$ cat src/rtl/mem_stage.sv
// Memory-access pipeline stage: issues one data-SRAM request per load/store,
// aligns/extends load data and registers the MEM->WB bundle.
module mem_stage #(
  parameter int EX2MEM_W = 145,
  parameter int MEM2WB_W = 103
) (
  input  logic                clk,
  input  logic                rst,
  input  logic                WB_allowin,
  input  logic [EX2MEM_W-1:0] EX_to_MEM_zip,
  output logic                MEM_allowin,
  output logic                data_sram_req,
  output logic                data_sram_wr,
  output logic [3:0]          data_sram_wstrb,
  output logic [31:0]         data_sram_addr,
  output logic [31:0]         data_sram_wdata,
  input  logic                data_sram_addr_ok,
  input  logic                data_sram_data_ok,
  input  logic [31:0]         data_sram_rdata,
  output logic                front_valid,
  output logic                front_stall,
  output logic [4:0]          front_addr,
  output logic [31:0]         front_data,
  output logic [MEM2WB_W-1:0] MEM_to_WB_reg
);

  typedef enum logic [1:0] {
    S_IDLE = 2'd0,
    S_REQ  = 2'd1,
    S_WAIT = 2'd2,
    S_DONE = 2'd3
  } state_t;

  logic        valid;
  logic [31:0] pc;
  logic [31:0] ir;
  logic        ld_b, ld_bu, ld_h, ld_hu, ld_w;
  logic        st_b, st_h, st_w;
  logic        mem_we, res_from_mem, gr_we;
  logic [31:0] rkd_value;
  logic [4:0]  rf_waddr;
  logic [31:0] alu_result;

  assign {valid, pc, ir, ld_b, ld_bu, ld_h, ld_hu, ld_w, st_b, st_h, st_w,
          mem_we, res_from_mem, gr_we, rkd_value, rf_waddr, alu_result} = EX_to_MEM_zip;

  state_t      state, state_next;
  logic        latch_rdata;
  logic        req_q;
  logic [31:0] rdata_buf;
  logic        mem_op;
  logic        readygo;
  logic [1:0]  a;
  logic [7:0]  load_byte;
  logic [15:0] load_half;
  logic [31:0] load_val;
  logic [31:0] final_result;

  assign mem_op  = mem_we | res_from_mem;
  assign readygo = (state == S_DONE);
  assign a       = alu_result[1:0];

  // state register and registered request flag
  always_ff @(posedge clk or negedge rst) begin
    if (!rst) begin
      state <= S_IDLE;
      req_q <= 1'b0;
    end else begin
      state <= state_next;
      req_q <= (state_next == S_REQ);
    end
  end

  // next-state logic for the request/response handshake
  always_comb begin
    state_next  = state;
    latch_rdata = 1'b0;
    case (state)
      S_IDLE: begin
        if (valid) state_next = mem_op ? S_REQ : S_DONE;
        else       state_next = S_IDLE;
      end
      S_REQ: begin
        if (data_sram_addr_ok && data_sram_data_ok) begin
          state_next  = S_DONE;
          latch_rdata = 1'b1;
        end else if (data_sram_addr_ok) begin
          state_next = S_WAIT;
        end else begin
          state_next = S_REQ;
        end
      end
      S_WAIT: begin
        if (data_sram_data_ok) begin
          state_next  = S_DONE;
          latch_rdata = 1'b1;
        end else begin
          state_next = S_WAIT;
        end
      end
      S_DONE: begin
        if (WB_allowin) state_next = S_IDLE;
        else            state_next = S_DONE;
      end
      default: state_next = S_IDLE;
    endcase
  end

  // load-data capture; only responses seen in REQ/WAIT are taken
  always_ff @(posedge clk or negedge rst) begin
    if (!rst) begin
      rdata_buf <= 32'd0;
    end else if (latch_rdata) begin
      rdata_buf <= data_sram_rdata;
    end
  end

  assign data_sram_req  = req_q;
  assign data_sram_wr   = mem_we;
  assign data_sram_addr = alu_result;

  // store lane encoding; word stores ignore the low address bits
  always_comb begin
    data_sram_wstrb = 4'b0000;
    data_sram_wdata = rkd_value;
    if (st_b) begin
      data_sram_wstrb = 4'b0001 << a;
      data_sram_wdata = {4{rkd_value[7:0]}};
    end else if (st_h) begin
      data_sram_wstrb = a[1] ? 4'b1100 : 4'b0011;
      data_sram_wdata = {2{rkd_value[15:0]}};
    end else if (st_w) begin
      data_sram_wstrb = 4'b1111;
      data_sram_wdata = rkd_value;
    end else begin
      data_sram_wstrb = 4'b0000;
      data_sram_wdata = rkd_value;
    end
  end

  // load alignment and sign/zero extension
  always_comb begin
    load_byte = rdata_buf[{a, 3'b000} +: 8];
    load_half = rdata_buf[{a[1], 4'b0000} +: 16];
    load_val  = rdata_buf;
    if (ld_b)       load_val = {{24{load_byte[7]}}, load_byte};
    else if (ld_bu) load_val = {24'd0, load_byte};
    else if (ld_h)  load_val = {{16{load_half[15]}}, load_half};
    else if (ld_hu) load_val = {16'd0, load_half};
    else if (ld_w)  load_val = rdata_buf;
    else            load_val = rdata_buf;
  end

  assign final_result = res_from_mem ? load_val : alu_result;

  assign MEM_allowin = ~valid | (readygo & WB_allowin);
  assign front_valid = valid & gr_we;
  assign front_stall = valid & res_from_mem & (state != S_DONE);
  assign front_addr  = rf_waddr;
  assign front_data  = final_result;

  // MEM->WB bundle: commit when done, bubble when WB is free but we are not
  always_ff @(posedge clk or negedge rst) begin
    if (!rst) begin
      MEM_to_WB_reg <= '0;
    end else if (WB_allowin) begin
      if (readygo) MEM_to_WB_reg <= {valid, pc, ir, gr_we, rf_waddr, final_result};
      else         MEM_to_WB_reg <= '0;
    end
  end

endmodule
$ cat config.mk
export PLATFORM = sky130hd
export DESIGN_NAME = mem_stage
export DESIGN_NICKNAME = d
export VERILOG_FILES = /design/src/rtl/mem_stage.sv
export SDC_FILE = /design/constraint.sdc
export NUM_CORES = 1
export LEC_CHECK = 0
export ABC_AREA = 1
export BUFFER_PORTS_ARGS = -buffer_cell sky130_fd_sc_hd__buf_2
export CAP_MARGIN = 40
export CORE_AREA = 4 4 152 154
export CTS_CLUSTER_SIZE = 20
export DETAILED_ROUTE_END_ITERATION = 6
export DIE_AREA = 0 0 156 158
export SETUP_SLACK_MARGIN = 0.05
export SLEW_MARGIN = 20
export SYNTH_ARGS = -nofsm -noshare
export SYNTH_HDL_FRONTEND = slang
export SYNTH_SLANG_ARGS = --single-unit
export TNS_END_PERCENT = 30
$ cat constraint.sdc
create_clock -name clk -period 3.29 [get_ports clk]
set_clock_uncertainty 0.2 [all_clocks]
set_input_delay 0.658 -clock clk [delete_from_list [all_inputs] [get_ports clk]]
set_output_delay 0.658 -clock clk [all_outputs]
set_load 0.005 [all_outputs]
==> impl_metrics.csv, run 1 <==
group,metric,value,unit
sta,drv_slew,0,
worst_setup_path,path_buf_inv,3,
floorplan,ioPinCount,395,
global_route,grt_pass1_wl,39200,um
worst_setup_path,worstPathRequired,2.43,ns
clocking,cts_max_level,4,
clocking,cts_resized,0,
sta,period_share,0.887,
outcome,status,"completed",
routing,postRouteAntennaNets,0,
floorplan,rows,54,
layout,final_cell_mix,"392 x buf_2, 221 x nand2_1, 138 x dfrtp_1, 73 x nand3_1, 70 x a22o_1",
clocking,clk_latency,0.42,ns
pwr,vdd_drop_max,0.345,mV
clocking,clkTransAtPathRegs,0.07,ns
pwr,cellPowerDensity,602,mW/mm^2
global_route,met1_usage,0.279,
floorplan,die_h,158,um
routing,viasPerCell,4.75,
clocking,cts_tree,"yes",
layout,final_nets,1361,
clocking,ctsRootBufferMaster,"clkbuf_16",
layout,stdcell_count,1468,
worst_setup_path,reg2reg_depth,7,
clocking,cts.sinks,138,
yosys,ys_seq_area_frac,0.466,
worst_setup_path,r2r_slack,1.02,ns
yosys,synth_nets,1031,
worst_setup_path,crit_start,"EX_to_MEM_zip[0]",
layout,diodes,0,
sta,period_minus_slack,2.92,ns
place,port_buffers,393,
place,gp_congestion,0.869,
routing,dr_total_vias,6977,
worst_setup_path,end_kind,"output port",
worst_setup_path,r2r_end,"rdata_buf[15]",
sta,rsz0062_at_grt,"false",
worst_setup_path,r2r_start,"state[0]",
worst_setup_path,start_kind,"primary input",
sta,setup_tns,0,ns
yosys,syn_area,0.00740,sq mm
worst_setup_path,critPathTopFamily,"simple AND/OR/NAND/NOR gates",
yosys,synth_cells,845,
worst_setup_path,cp_cell_sequence,"buf_2, inv_2, nand2_1, nand2_1, nand2_1, nand2_2, nand2_4, nand3_1, and2_1, buf_2",
routing,drtIter0Drc,490,
global_route,antenna_found_initial,0,
worst_setup_path,max_stage_delay,0.27,ns
global_route,grtUsageTotal,0.204,
flow_run,maxCapViolCount,0,
floorplan,die_width,156,um
pwr,p_leak,5.68,nW
worst_setup_path,crit_fanout,25,
global_route,top_usage_layer,"met2",
worst_setup_path,critPathArrivalTime,2.06,ns
worst_setup_path,crit_type,"primary input to output port",
global_route,grt_max_degree,97,
yosys,yosysWarningCount,0,
worst_setup_path,path_common_cell,"nand2_1",
sta,hold_viol,0,
yosys,synth-seq-cells,138,
place,post-dp-hpwl,20400,um
clocking,cts_setup_buffers,0,
worst_setup_path,cp_slowest_cell,"nand2_4",
layout,final_common_cell,"buf_2",
sta,worst_hold_slack,0.0124,ns
layout,syn2layout_area_growth,32.6,%
layout,drive_gt1_frac,0.439,
sta,setup_viol,0,
routing,routed_wl,26500,um
layout,largest_reg_flops,103,
sta,worst_slew_pin_slew,0.643,ns
routing,drt_first_pass_iters,5,
global_route,grt_pass1_vias,6715,
clocking,cts_buffers,17,
layout,fillers,2169,
floorplan,core_area,0.0217,sq mm
global_route,grt_util_met3,0.0377,
sta,max_freq,343,MHz
yosys,synth.avg_cell_area,8.76,sq um
clocking,cts_buffer_depth,2,
sta,maxSlewHeadroom,0.571,
clocking,hold_buffers,0,
place,dp.cells,1436,
floorplan,initial_utilization,0.341,
yosys,ys_types,31,
global_route,grt_overflow,0,
floorplan,die_area,0.0246,sq mm
routing,wl_per_cell,18.1,um
global_route,use_met2,0.338,
routing,remaining_drc_errors,0,
hold_path,worstHoldPathType,"primary input to asynchronous set/reset pin",
## cells by family (layout without fill, tap and decap cells)
kind of cell    after synthesis  after routing  synth area share
compound gates              123            123             0.120
fa+ha+maj                     4              4           0.00676
flops                       138            138             0.466
buf+inv                     136            479             0.109
simple gates                422            422             0.265
mux                          22             22            0.0335
## synthesized netlist by cell type
library cell / number / area (sq um)
clkinv_1: 1 / 3.75
buf_1: 5 / 18.8
inv_2: 2 / 7.51
nor2_2: 4 / 25.0
nand3b_1: 1 / 7.51
nor3_1: 1 / 5.00
ha_1: 4 / 50.1
a21o_1: 1 / 7.51
or2_2: 23 / 144
buf_6: 5 / 56.3
a31oi_1: 1 / 6.26
a22o_1: 70 / 613
buf_2: 17 / 85.1
nand2_4: 2 / 22.5
nand3_1: 74 / 370
o31ai_1: 2 / 15.0
clkbuf_8: 1 / 13.8
o21ai_0: 26 / 130
clkbuf_1: 15 / 56.3
dfrtp_1: 138 / 3450
nand2_1: 221 / 830
nand3_2: 19 / 190
a21oi_1: 23 / 115
nor2_1: 46 / 173
inv_1: 37 / 139
buf_12: 2 / 40.0
buf_4: 50 / 375
mux2_2: 22 / 248
inv_6: 1 / 8.76
and2_1: 23 / 144
nand2_2: 8 / 50.1
## through the flow
step / power (W) / setup WS (ns) / util / area [sq um]
floorplan: 0.00330 / 0.929 / - / 7400
global placement: 0.00401 / 0.391 / 0.426 / 9240
detailed placement: 0.00404 / 0.368 / 0.426 / 9240
CTS: 0.00595 / 0.342 / 0.452 / 9810
global route: 0.00625 / 0.197 / 0.452 / 9810
finish: 0.00591 / 0.373 / 0.452 / 9810
## worst max path at each step
| stage | endpoint | slack [ns] | cells after the start |
|---|---|---|---|
| 3_3_place_gp | front_data[1] | 0.39 | 10 |
| 2_1_floorplan | front_data[22] | 0.93 | 10 |
| 4_1_cts | front_data[10] | 0.34 | 10 |
| 3_5_place_dp | front_data[10] | 0.37 | 10 |
| 6_report | front_data[10] | 0.37 | 10 |
| 5_1_grt | front_data[1] | 0.20 | 10 |
## final cells by class
type                    instances  area, sq um  share of cell area
flip-flops and latches        138         3450               0.352
multi-input cells             571         3150               0.321
repair buffers                406         2120               0.216
clock buffers                  17          425              0.0434
well taps                     280          350              0.0357
inverters                      41          160              0.0163
clock inverters                15          153              0.0156
## layer usage
metal | wire (um) | vias to the layer above
met5 | 0 | -
met4 | 365 | 0
met3 | 1710 | 27
met2 | 13000 | 273
met1 | 11400 | 3267
li1 | - | 3410
## power breakdown
part	internal, W	switching (W)	total, W
logic	0.000744	0.000927	0.00167
clock network	0.00101	0.000884	0.00189
registers	0.00205	0.000293	0.00234
total	0.00380	0.00210	0.00591
No activity file was read; power rests on OpenSTA's default activity.
==> run 2, diff against run 1 <==
--- a/config.mk
+++ b/config.mk
@@ -5,7 +5,6 @@
 export SDC_FILE = /design/constraint.sdc
 export NUM_CORES = 1
 export LEC_CHECK = 0
-export ABC_AREA = 1
 export BUFFER_PORTS_ARGS = -buffer_cell sky130_fd_sc_hd__buf_2
 export CAP_MARGIN = 40
 export CORE_AREA = 4 4 152 154
==> impl_metrics.csv, run 2 <==
group,metric,value,unit
worst_setup_path,critPathArrivalTime,2.27,ns
outcome,status,"finished, violations left",
yosys,ys_types,41,
worst_setup_path,cp_slowest_cell,"mux4_2",
global_route,grt_overflow,0,
routing,postRouteAntennaNets,0,
routing,viasPerCell,4.92,
yosys,synth_cells,793,
routing,drt_first_pass_iters,7,
worst_setup_path,max_stage_delay,0.53,ns
sta,period_minus_slack,3.13,ns
routing,routed_wl,26000,um
worst_setup_path,worstPathRequired,2.43,ns
pwr,vdd_drop_max,0.334,mV
clocking,clk_latency,0.43,ns
place,gp_congestion,0.868,
yosys,synth_commonest_cells,"138 x dfrtp_1, 102 x o21ai_0, 95 x nand3_1",
sta,worst_hold_slack,-0.0122,ns
routing,drtIter0Drc,419,
hold_path,worstHoldPathType,"primary input to asynchronous set/reset pin",
yosys,synth_top_family_by_area,"compound AO/OA/AOI/OAI gates",
sta,setup_viol,0,
place,post-dp-hpwl,20000,um
layout,largest_reg_flops,103,
global_route,antenna_found_initial,8,
worst_setup_path,critPathTopFamily,"compound AO/OA/AOI/OAI gates",
worst_setup_path,end_kind,"output port",
sta,setup_tns,0,ns
sta,hold_viol,5,
sta,rsz0062_at_grt,"true",
layout,final_cell_mix,"391 x buf_2, 138 x dfrtp_1, 102 x o21ai_0, 95 x nand3_1, 86 x inv_1",
place,port_buffers,393,
clocking,cts_resized,0,
yosys,synthFlopType,"dfrtp_1",
clocking,cts_buffers,17,
sta,maxSlewHeadroom,0.572,
routing,remaining_drc_errors,0,
global_route,grt_max_degree,75,
pwr,p_leak,5.07,nW
outcome,failed_checks,"hold timing",
clocking,clkTransAtPathRegs,0.08,ns
layout,syn2layout_area_growth,34.8,%
floorplan,initial_utilization,0.340,
worst_setup_path,cp_cell_sequence,"mux4_2, a32o_4, a21oi_1, a21oi_1, buf_2",
global_route,grt_pass1_wl,38700,um
yosys,yosysTopAreaCell,"dfrtp_1",
yosys,synth.avg_cell_area,9.29,sq um
clocking,cts.sinks,138,
layout,drive_gt1_frac,0.459,
yosys,synth_fa_ha_area_frac,0.00679,
sta,period_share,0.951,
floorplan,rows,54,
flow_run,maxCapViolCount,0,
worst_setup_path,start_kind,"flop",
worst_setup_path,path_common_cell,"a21oi_1",
yosys,synth-edff-count,0,
yosys,ys_async_sr_fraction,1.00,
floorplan,ioPinCount,395,
yosys,syn_area,0.00737,sq mm
clocking,cts_tree,"yes",
yosys,synth_nets,979,
floorplan,core_area,0.0217,sq mm
clocking,hold_buffers,0,
layout,diodes,0,
floorplan,die_h,158,um
layout,final_common_cell,"buf_2",
routing,wl_per_cell,18.4,um
global_route,grt_pass1_vias,6633,
yosys,synth_area_leaders,"dfrtp_1 47%, mux2_2 7.9%, o21ai_0 6.9%",
floorplan,die_area,0.0246,sq mm
worst_setup_path,crit_fanout,15,
yosys,ys_seq_area_frac,0.469,
worst_setup_path,crit_type,"flop to output port",
clocking,cts_buffer_depth,2,
pwr,cellPowerDensity,655,mW/mm^2
yosys,synth_xor_area_frac,0,
clocking,cts_max_level,4,
yosys,yosysWarningCount,0,
yosys,synthMuxAreaShare,0.110,
yosys,synth_compound_area_frac,0.177,
clocking,ctsRootBufferMaster,"clkbuf_16",
routing,dr_total_vias,6973,
sta,max_freq,320,MHz
yosys,synth-simple-area-share,0.113,
floorplan,die_width,156,um
yosys,synth-seq-cells,138,
yosys,synthMostInstantiatedCell,"dfrtp_1",
sta,worst_slew_pin_slew,0.638,ns
sta,drv_slew,0,
yosys,synth_top_area_frac,0.469,
layout,final_area,0.00994,sq mm
global_route,grtUsageTotal,0.203,
clocking,cts_setup_buffers,0,
worst_setup_path,path_buf_inv,1,
place,placed_cell_area,0.00932,sq mm
layout,final_nets,1310,
-- run 2: stage by stage --
stage	hold WS [ns]	util	std cells	setup slack (ns)	power, W
CTS	0.00424	0.457	1417	0.110	0.00656
detailed placement	0.298	0.430	1385	0.192	0.00461
global placement	0.295	0.430	1385	0.205	0.00457
floorplan	0.162	-	793	0.652	0.00363
global route	0.0216	0.458	1417	0.0448	0.00694
finish	-0.0122	0.458	1417	0.161	0.00651
-- run 2: power breakdown --
part           switching, W  internal (W)  total (W)  leakage (nW)
sequential         0.000405       0.00214    0.00255          1.83
combinational       0.00105      0.000975    0.00203          2.96
clock              0.000914       0.00102    0.00194         0.282
-- run 2: worst reg2reg max path, delay by kind of cell, from the launching register on --
| kind | cells | cell delay [ns] |
|---|---|---|
| flip-flops | 1 | 0.38 |
| buffers and inverters | 2 | 0.76 |
| AO/OA/AOI/OAI | 1 | 0.11 |
| adder cells (fa/ha/maj) | 1 | 0.43 |
| AND/OR/NAND/NOR | 1 | 0.11 |
-- run 2: path summary, 6_finish.rpt --
kind                                   start            endpoint  slack (ns)  depth (start not counted)
max                            rdata_buf[23]      front_data[18]        0.16                          5
min                                      rst  MEM_to_WB_reg[100]       -0.01                          1
max reg2reg                         state[0]   MEM_to_WB_reg[89]        1.20                          5
min reg2reg                MEM_to_WB_reg[15]   MEM_to_WB_reg[15]        0.31                          1
max in group asynchronous                rst   MEM_to_WB_reg[22]        2.12                          2
min in group clk           EX_to_MEM_zip[92]   MEM_to_WB_reg[50]        0.24                          3
-- run 2: layout make-up --
class / count / area, sq um
clock buffer: 17 / 425
clock inverter: 15 / 175
fill: 2121 / 11800
inverter: 86 / 323
multi-input combinational: 466 / 3030
sequential: 138 / 3450
tap: 280 / 350
timing repair buffer: 415 / 2180
-- run 2: cell families (layout without fill, tap and decap cells) --
| kind of cell | count (synthesis) | after routing |
|---|---|---|
| buf+inv | 189 | 533 |
| fa+ha+maj | 4 | 4 |
| mux | 73 | 73 |
| flops | 138 | 138 |
| compound gates | 216 | 216 |
| simple gates | 173 | 173 |
-- run 2: metal layers --
layer	vias to the layer above	track usage	part of all wire
li1	3366	-	-
met1	3315	0.258	0.41
met2	231	0.335	0.49
met3	45	0.0667	0.074
met4	16	0.0525	0.016
met5	-	0	0.0037
==> run 3, diff against run 2 <==
==> constraint.sdc (replaced) <==
create_clock -name clk -period 2.9 [get_ports clk]
set_clock_uncertainty 0.2 [all_clocks]
set_input_delay 0.58 -clock clk [delete_from_list [all_inputs] [get_ports clk]]
set_output_delay 0.58 -clock clk [all_outputs]
set_load 0.005 [all_outputs]
==> impl_metrics.csv, run 3 (synthesis gave the netlist of run 2 again) <==
group,metric,value,unit
outcome,status,"finished, violations left",
outcome,failed_checks,"setup timing",
hold_path,worstHoldPathType,"primary input to flop",
global_route,grtUsageTotal,0.207,
clocking,cts.sinks,138,
sta,rsz0062_at_grt,"true",
sta,worst_slew_pin_slew,0.759,ns
floorplan,die_h,158,um
sta,period_share,1.01,
sta,setup_ws,-0.0389,ns
layout,largest_reg_flops,103,
layout,final_cell_mix,"391 x buf_2, 138 x dfrtp_1, 102 x o21ai_0, 88 x nand3_1, 86 x inv_1",
worst_setup_path,start_kind,"flop",
clocking,clk_latency,0.41,ns
routing,viasPerCell,4.96,
worst_setup_path,crit_start,"rdata_buf[7]",
hold_path,min_to,"rdata_buf[29]",
worst_setup_path,crit_type,"flop to output port",
hold_path,hp-start,"data_sram_rdata[29]",
global_route,antenna_found_initial,7,
floorplan,core_area,0.0217,sq mm
clocking,cts_tree,"yes",
clocking,clkTransAtPathRegs,0.06,ns
flow_run,maxCapViolCount,0,
worst_setup_path,critPathArrivalTime,2.16,ns
global_route,grt_pass1_wl,39400,um
layout,final_nets,1330,
global_route,grt_max_degree,147,
routing,wl_per_cell,18.7,um
pwr,cellPowerDensity,748,mW/mm^2
floorplan,ioPinCount,395,
layout,final_common_cell,"buf_2",
routing,drt_first_pass_iters,6,
hold_path,hold_depth,2,
clocking,ctsRootBufferMaster,"clkbuf_16",
worst_setup_path,worstPathRequired,2.12,ns
floorplan,rows,54,
routing,remaining_drc_errors,0,
layout,drive_gt1_frac,0.480,
layout,fillers,2156,
layout,diodes,0,
floorplan,die_area,0.0246,sq mm
pwr,p_leak,5.24,nW
floorplan,initial_utilization,0.340,
routing,drtIter0Drc,439,
sta,maxSlewHeadroom,0.493,
layout,post-route-util,0.472,
sta,setup_tns,-0.231,ns
clocking,cts_buffers,17,
worst_setup_path,reg2reg_depth,5,
clocking,cts_buffer_depth,2,
global_route,grt_pass1_vias,6767,
sta,setup_viol,8,
place,post-dp-hpwl,20300,um
layout,syn2layout_area_growth,38.8,%
worst_setup_path,r2r_start,"rdata_buf[7]",
sta,max_freq,340,MHz
global_route,grt_overflow,0,
worst_setup_path,r2r_end,"MEM_to_WB_reg[20]",
sta,hold_viol,0,
worst_setup_path,r2r_slack,0.87,ns
floorplan,die_width,156,um
routing,dr_total_vias,7121,
worst_setup_path,end_kind,"output port",
clocking,cts_max_level,4,
sta,period_minus_slack,2.94,ns
sta,drv_slew,0,
place,port_buffers,393,
routing,postRouteAntennaNets,0,
worst_setup_path,crit_fanout,8,
routing,routed_wl,26800,um
place,gp_congestion,0.891,
pwr,vdd_drop_max,0.412,mV
run 3: cell count changes in the layout (fill, tap and decap cells not counted), sizes merged:
cell         change
buf             +18
clkinv           -1
dlygate4sd3      +1
a32o             +1
inv              -6
bufinv           +3
clkbuf           +2
run 3: power by group:
group | switching [W] | internal, W | total (W) | leakage (nW)
clock | 0.000840 | 0.00139 | 0.00223 | 0.287
sequential | 0.000473 | 0.00243 | 0.00291 | 1.83
combinational | 0.00130 | 0.00122 | 0.00252 | 3.12
total | 0.00261 | 0.00504 | 0.00765 | 5.24
run 3: worst max-delay path: stages, from the launching register on:
cell and delay [ns]:
dfrtp_1 0.39, mux4_2 0.56, a32o_4 0.41, a21oi_2 0.17, a21oi_1 0.08, buf_2 0.13
run 3: worst max path at each step:
stage	endpoint	slack, ns	cells after the start
floorplan	front_data[21]	0.42	5
global placement	front_data[19]	0.02	6
detailed placement	front_data[19]	0.01	6
CTS	front_data[19]	-0.03	5
global route	front_data[19]	-0.09	5
finish	front_data[18]	-0.04	5
run 3: metrics by stage:
stage / hold WS [ns] / std cells / setup slack [ns] / total power [W] / cell area (sq um)
6_report: 0.193 / 1435 / -0.0389 / 0.00765 / 10200
3_3_place_gp: 0.296 / 1400 / 0.0193 / 0.00527 / 9440
2_1_floorplan: 0.0844 / 793 / 0.418 / 0.00412 / 7370
5_1_grt: 0.184 / 1435 / -0.0904 / 0.00812 / 10200
4_1_cts: 0.174 / 1433 / -0.0307 / 0.00767 / 10100
3_5_place_dp: 0.301 / 1400 / 0.0137 / 0.00532 / 9440
run 3: final cells by class:
class,count,area (sq um),share of cell area
inverter,86,323,0.0316
sequential,138,3450,0.338
multi-input combinational,467,3170,0.310
clock buffer,19,453,0.0443
clock inverter,11,145,0.0142
tap,280,350,0.0343
timing repair buffer,434,2340,0.228
run 3: repair_timing:
item / CTS / global route
setup endpoints to repair: 23 / 27
gates resized for setup: 14 / 12
gates cloned: 1 / 0
buffers inserted: 1 / 2
pin swaps: 13 / 2
hold endpoints to repair: 57 / 0
hold buffers: 1 / 0
run 3: per-layer routing:
layer | up-vias | part of all wire | track usage | wire (um)
li1 | 3419 | - | - | -
met1 | 3411 | 0.41 | 0.263 | 11000
met2 | 237 | 0.51 | 0.348 | 13600
met3 | 40 | 0.070 | 0.0590 | 1880
met4 | 14 | 0.014 | 0.0525 | 380
met5 | - | 0.0025 | 0 | 68
